`src/rtl/ahbl_defs.sv`:
```
// rtl/ahbl_defs.sv - AHB-lite encodings shared by bus-facing blocks
package ahbl_defs;

  localparam logic [1:0] HTRANS_IDLE     = 2'b00;
  localparam logic [1:0] HTRANS_NONSEQ   = 2'b10;

  localparam logic [2:0] HSIZE_BYTE      = 3'b000;
  localparam logic [2:0] HSIZE_HALF      = 3'b001;
  localparam logic [2:0] HSIZE_WORD      = 3'b010;

  localparam logic [2:0] HBURST_SINGLE   = 3'b000;
  localparam logic [3:0] HPROT_DATA_PRIV = 4'b0011;

endpackage

```
`src/rtl/ahbl_cmd_master.sv`:
```
// rtl/ahbl_cmd_master.sv - valid/ready command stream to pipelined single AHB-lite transfers
import ahbl_defs::*;

module ahbl_cmd_master #(
  parameter int W_ADDR = 32,
  parameter int W_DATA = 32
) (
  input  logic              clk,
  input  logic              rst,
  input  logic              cmd_valid,
  output logic              cmd_ready,
  input  logic [W_ADDR-1:0] cmd_addr,
  input  logic              cmd_write,
  input  logic [2:0]        cmd_size,
  input  logic [W_DATA-1:0] cmd_wdata,
  output logic              rsp_valid,
  output logic [W_DATA-1:0] rsp_rdata,
  output logic              rsp_err,
  output logic              idle,
  output logic [W_ADDR-1:0] ahblm_haddr,
  output logic              ahblm_hwrite,
  output logic [1:0]        ahblm_htrans,
  output logic [2:0]        ahblm_hsize,
  output logic [2:0]        ahblm_hburst,
  output logic [3:0]        ahblm_hprot,
  output logic              ahblm_hmastlock,
  output logic [W_DATA-1:0] ahblm_hwdata,
  input  logic              ahblm_hready,
  input  logic              ahblm_hresp,
  input  logic [W_DATA-1:0] ahblm_hrdata
);

  logic              a_vld_q, a_vld_d;
  logic [W_ADDR-1:0] a_addr_q, a_addr_d;
  logic              a_write_q, a_write_d;
  logic [2:0]        a_size_q, a_size_d;
  logic [W_DATA-1:0] a_wdata_q, a_wdata_d;
  logic              d_vld_q, d_vld_d;
  logic              d_write_q, d_write_d;
  logic [W_DATA-1:0] d_wdata_q, d_wdata_d;
  logic              cancel_pend_q, cancel_pend_d;

  logic err1;
  logic accept;

  // First cycle of the two-cycle ERROR response from the subordinate.
  assign err1   = d_vld_q && ahblm_hresp && !ahblm_hready;
  assign accept = cmd_valid && cmd_ready;

  assign cmd_ready = !cancel_pend_q && !err1 && (!a_vld_q || ahblm_hready);

  always_comb begin
    a_vld_d       = a_vld_q;
    a_addr_d      = a_addr_q;
    a_write_d     = a_write_q;
    a_size_d      = a_size_q;
    a_wdata_d     = a_wdata_q;
    d_vld_d       = d_vld_q;
    d_write_d     = d_write_q;
    d_wdata_d     = d_wdata_q;
    cancel_pend_d = cancel_pend_q;

    if (ahblm_hready) begin
      a_vld_d   = 1'b0;
      d_vld_d   = a_vld_q && !cancel_pend_q;
      d_write_d = a_write_q;
      d_wdata_d = a_wdata_q;
    end

    if (accept) begin
      a_vld_d   = 1'b1;
      a_addr_d  = cmd_addr;
      a_write_d = cmd_write;
      a_size_d  = cmd_size;
      a_wdata_d = cmd_wdata;
    end

    // Pending cancel is answered once the errored transfer has left the data phase.
    if (err1 && a_vld_q) begin
      cancel_pend_d = 1'b1;
    end else if (cancel_pend_q && !d_vld_q) begin
      cancel_pend_d = 1'b0;
    end
  end

  always_ff @(posedge clk or posedge rst) begin
    if (rst) begin
      a_vld_q       <= 1'b0;
      a_addr_q      <= '0;
      a_write_q     <= 1'b0;
      a_size_q      <= '0;
      a_wdata_q     <= '0;
      d_vld_q       <= 1'b0;
      d_write_q     <= 1'b0;
      d_wdata_q     <= '0;
      cancel_pend_q <= 1'b0;
    end else begin
      a_vld_q       <= a_vld_d;
      a_addr_q      <= a_addr_d;
      a_write_q     <= a_write_d;
      a_size_q      <= a_size_d;
      a_wdata_q     <= a_wdata_d;
      d_vld_q       <= d_vld_d;
      d_write_q     <= d_write_d;
      d_wdata_q     <= d_wdata_d;
      cancel_pend_q <= cancel_pend_d;
    end
  end

  assign ahblm_htrans    = (a_vld_q && !cancel_pend_q) ? HTRANS_NONSEQ : HTRANS_IDLE;
  assign ahblm_haddr     = a_addr_q;
  assign ahblm_hwrite    = a_write_q;
  assign ahblm_hsize     = a_size_q;
  assign ahblm_hwdata    = d_wdata_q;
  assign ahblm_hburst    = HBURST_SINGLE;
  assign ahblm_hprot     = HPROT_DATA_PRIV;
  assign ahblm_hmastlock = 1'b0;

  assign rsp_valid = (d_vld_q && ahblm_hready) || (cancel_pend_q && !d_vld_q);
  assign rsp_err   = d_vld_q ? ahblm_hresp : cancel_pend_q;
  assign rsp_rdata = (d_vld_q && d_write_q) ? '0 : ahblm_hrdata;

  assign idle = !a_vld_q && !d_vld_q && !cancel_pend_q;

endmodule

```
`config.mk`:
```
export PLATFORM = sky130hd
export DESIGN_NAME = ahbl_cmd_master
export DESIGN_NICKNAME = d
export VERILOG_FILES = /design/src/rtl/ahbl_defs.sv /design/src/rtl/ahbl_cmd_master.sv
export SDC_FILE = /design/constraint.sdc
export NUM_CORES = 1
export LEC_CHECK = 0
export CAP_MARGIN = 30
export CORE_MARGIN = 1.5
export CORE_UTILIZATION = 43
export CTS_CLUSTER_DIAMETER = 80
export DETAILED_ROUTE_END_ITERATION = 12
export PLACE_DENSITY = 0.86
export RECOVER_POWER = 100
export SLEW_MARGIN = 25
export SYNTH_ARGS = -nofsm -noshare
export SYNTH_HDL_FRONTEND = slang
export SYNTH_SLANG_ARGS = --single-unit
```
`constraint.sdc`:
```
create_clock -name clk -period 5.5 [get_ports clk]
set_input_delay 1.1 -clock clk [delete_from_list [all_inputs] [get_ports clk]]
set_output_delay 1.1 -clock clk [all_outputs]
set_load 0.005 [all_outputs]
```
Yosys cells after proc, flatten, opt, wreduce, memory -nomap -nowiden --
Index checks and enable logic that the tools add are counted.
Storage, ports and cells: flip-flop bits (word level) 104, bits in latches 0, memory bits (writable) 0, ROM bits 0, output and inout port bits 114, word-level logic and storage cells 37, memories kept 0
Operators by class: add/sub/neg operators 0, multipliers 0, divide/modulo/power cells 0, $lt $le $gt $ge 0, equality and inequality tests 0, shift operators 0, muxes and demuxes 7, bitwise logic cells 0, reduce and logical (&&, ||, !) cells 21
Operators with widths (number):
- 32-bit two-way mux | 1
- 1-bit logical AND | 12
- 1-bit zero test | 5
- 1-bit two-way mux | 5
- 2-bit nonzero test | 2
- 1-bit logical OR | 2
- 2-bit two-way mux | 1

Logic depth before layout (Yosys ltp) --
word-level depth 7, depth in mapped cells 6, mapped depth without buffers 3

Worst setup path before layout --
No wires, ideal clock.
path type input to output, start input ahblm_hready, end output cmd_ready, arrival 1.658 ns, required time 4.400 ns, path slack 2.742 ns, cell stages on the path 4, buffers on the path 2, path through buf_2 buf_2 nor2_1 nor2_1
On the way: longest elaborated chain between the ends 5, elaborated cells on any way between the ends 6, those cells by class reduce/logical (6)
RTL lines:
- start, declared | line ahbl_cmd_master.sv:28 | input logic ahblm_hready,
- 1-bit zero test | line ahbl_cmd_master.sv:47 | assign err1 = d_vld_q && ahblm_hresp && !ahblm_hready;
- 1-bit logical AND | line ahbl_cmd_master.sv:47
- 1-bit zero test | line ahbl_cmd_master.sv:50 | assign cmd_ready = !cancel_pend_q && !err1 && (!a_vld_q || ahblm_hready);
- 1-bit logical AND | line ahbl_cmd_master.sv:50
- 1-bit logical AND (*) | line ahbl_cmd_master.sv:50
- end, declared | line ahbl_cmd_master.sv:11 | output logic cmd_ready,
Mark *: on every way between the ends. The rest lies on a longest branch, timed or not.

==> results.sh <==
export IMPL_r2r_setup_slack_ps=3390
export IMPL_portBuffers=209
export IMPL_hold_buffers=0
export IMPL_max_slew_margin_rel=-0.648
export IMPL_crit_path_end_kind="asynchronous set/reset pin"
export IMPL_outcome="finished, violations left"
export IMPL_finClkSkew_ps=11.9
export IMPL_hold_viol_final=0
export IMPL_syn_cell_area_um2=4270
export IMPL_place_worst_setup_slack_ps=1970
export IMPL_fin_cells=626
export IMPL_dp_hpwl_mm=7.83
export IMPL_post_cts_buffers=0
export IMPL_required_ps=5800
export IMPL_min_from="a_wdata_q[0]"
export IMPL_grt_overflow=0
export IMPL_clk_pin_slew_ps=100
export IMPL_p_clk_frac=0.188
export IMPL_setup_violations=0
export IMPL_synth_area_top_cells="dfrtp_1 61%, mux2_2 25%, and2_1 4.7%"
export IMPL_first_pass_iters=4
export IMPL_root_buffer="clkbuf_8"
export IMPL_wl_met3_mm=1.10
export IMPL_timing_final_crit_share=0.706
export IMPL_cp_arrival_ps=4190
export IMPL_grt_pass1_vias=3094
export IMPL_violations="max-capacitance violations, max-slew violations"
export IMPL_rsz0062_at_grt="false"
export IMPL_syn_area_per_cell_um2=15.1
export IMPL_dieArea_um2=10500
export IMPL_cts_sinks=104
export IMPL_core_area_um2=9680
export IMPL_hold_path_class="reg -> reg"
export IMPL_worst_path_buf_inv=3
export IMPL_power_frac_comb=0.343
export IMPL_drc=0
export IMPL_dp_cells=610
export IMPL_yosysTopAreaCell="dfrtp_1"
export IMPL_p_leak_nw=2.71
export IMPL_fin_nets=593
export IMPL_dr_wl_met2_mm=5.47
export IMPL_ant_nets=0
export IMPL_yosysSeqAreaShare=0.609
export IMPL_detail_route_wl_per_cell_um=16.8
export IMPL_worst_skew_pair_late_latency_ps=360
export IMPL_fin_crit_ps=3890
export IMPL_cts_max_level=3
export IMPL_tightestPinTransition_ps=2460
export IMPL_p_switching_uw=639
export IMPL_wirelength_met1_mm=3.63
export IMPL_drv_slew=96
export IMPL_cts_tree="yes"
export IMPL_area_delta_synth_final_pct=52.9
export IMPL_layout_drive_gt1_share=0.229
export IMPL_worst_slack_ps=1610
export IMPL_hold_path_end="a_wdata_q[0]"
export IMPL_ys_types=20
export IMPL_fin_area_um2=6530
export IMPL_pwr_share_seq=0.469
export IMPL_start_util=0.441
export IMPL_max_clock_freq_mhz=257
export IMPL_whs_path_depth=1
export IMPL_cts_buffer_depth=2
export IMPL_cpMaxStageDelayCell="clkinvlp_2"
export IMPL_place_gp_congestion=0.727
export IMPL_final_common_cell="clkdlybuf4s50_1"
export IMPL_regToRegEndpoint="ahblm_hsize[1]"
export IMPL_die_y_um=103
export IMPL_drt_iter0_drc=36
export IMPL_viasPerCell=4.76
export IMPL_p_int_mw=1.68
export IMPL_pin_count=219
export IMPL_path_delay_family="buffers and inverters"
export IMPL_p_per_area_nw_per_um2=356
export IMPL_crit_fanout=57
export IMPL_rows=36
export IMPL_timing_rr_start="d_vld_q"
export IMPL_grt_start_max_net_pins=70
export IMPL_final_cell_mix="125 x clkdlybuf4s50_1, 104 x dfrtp_1, 93 x mux2_2, 83 x dlygate4sd3_1, 22 x and2_0"
export IMPL_grtUsageTotal=0.198
export IMPL_antenna_found_initial=0
export IMPL_cap_violations=2
export IMPL_path_cells="dlygate4sd3_1 -> clkinvlp_2 -> clkbuf_2"
export IMPL_top_layer="met4"
export IMPL_ys_ff_latch=104
export IMPL_swShare=0.275
export IMPL_syn_inst=282
export IMPL_cts_resized=0
export IMPL_tns_ps=0
export IMPL_place_area_um2=6400
export IMPL_cts_buffers=9
export IMPL_grt_pass1_wl_mm=15.5
export IMPL_path_class="in -> async"
export IMPL_critPathMaxStageDelay_ps=1400
export IMPL_ys_warn_count=0
export IMPL_ff2ff_path_depth=4
export IMPL_irDropWorstVdd_mv=0.174
export IMPL_routed_wl_mm=10.5
export IMPL_fin_hold_ws_ps=498
export IMPL_vias=2977
export IMPL_die_w_um=103
export IMPL_cp_start_kind="input pin"
export IMPL_yosys_area_top_type_share=0.609
export IMPL_antennaDiodeCount=0
## synthesized netlist by cell type
cell type / instances
a21oi_4: 1
and2_1: 32
buf_2: 4
buf_4: 14
buf_6: 3
clkbuf_1: 3
conb_1: 2
dfrtp_1: 104
inv_1: 2
mux2_2: 93
mux2_4: 9
nand2_1: 5
nand2b_1: 1
nor2_1: 3
nor2b_1: 1
nor3_1: 1
nor3b_1: 1
o21a_1: 1
o21ai_0: 1
o21ai_4: 1
## state kept, by name, summed over array words and instances, names as in the netlist
register       count
d_vld_q            1
a_wdata_q         32
ahblm_hwrite       1
ahblm_haddr       32
ahblm_hsize        3
a_vld_q            1
cancel_pend_q      1
d_write_q          1
ahblm_hwdata      32
## logic make-up after synthesis
kind of cell,count (synthesis),synth area share
buffers and inverters,26,0.0416
multiplexers,102,0.277
AO/OA/AOI/OAI,4,0.0105
AND/OR/NAND/NOR,44,0.0598
flip-flops,104,0.609
other,2,0.00176
## cell type report
| class | instances | area [um2] |
|---|---|---|
| clock buffer | 9 | 124 |
| clock inverter | 7 | 55.1 |
| fill | 761 | 3150 |
| inverter | 2 | 8.76 |
| multi-input combinational | 159 | 1470 |
| sequential | 104 | 2600 |
| tap | 133 | 166 |
| timing repair buffer | 212 | 2100 |
## worst register-to-register path: cells and delay by family, from the launching register on
| kind | cells | cell delay (ps) |
|---|---|---|
| compound gates | 2 | 310 |
| buf+inv | 1 | 720 |
| mux | 1 | 480 |
| flops | 1 | 490 |
## power by group through the flow
stage | Clock [mW] | Sequential [mW] | Combinational [mW]
floorplan | 0 | 1.10 | 0.354
global placement | 0 | 1.10 | 0.875
detailed placement | 0 | 1.12 | 0.891
CTS | 0.454 | 1.10 | 0.896
global route | 0.484 | 1.12 | 0.863
finish | 0.437 | 1.09 | 0.796
## metal layers
layer	vias to the layer above	global-route usage
met3	17	0.0746
li1	1350	-
met5	-	0
met1	1469	0.203
met2	141	0.357
met4	0	0.0959
## worst max-delay path by stage
| stage | from | endpoint | slack (ps) | cells after the start |
|---|---|---|---|---|
| finish | rst | a_wdata_q[27] | 1610 | 3 |
| global route | rst | a_wdata_q[25] | 980 | 3 |
| CTS | ahblm_hresp | cmd_ready | 1970 | 5 |
| detailed placement | ahblm_hresp | cmd_ready | 1970 | 5 |
| global placement | ahblm_hresp | cmd_ready | 1990 | 5 |
| floorplan | rst | a_vld_q | 1670 | 1 |
## through the flow
| step | utilization | power [mW] |
|---|---|---|
| 2_1_floorplan | - | 1.46 |
| 3_3_place_gp | 0.661 | 1.98 |
| 3_5_place_dp | 0.661 | 2.01 |
| 4_1_cts | 0.680 | 2.45 |
| 5_1_grt | 0.674 | 2.47 |
| 6_report | 0.674 | 2.32 |
(Power assumes the default switching activity.)
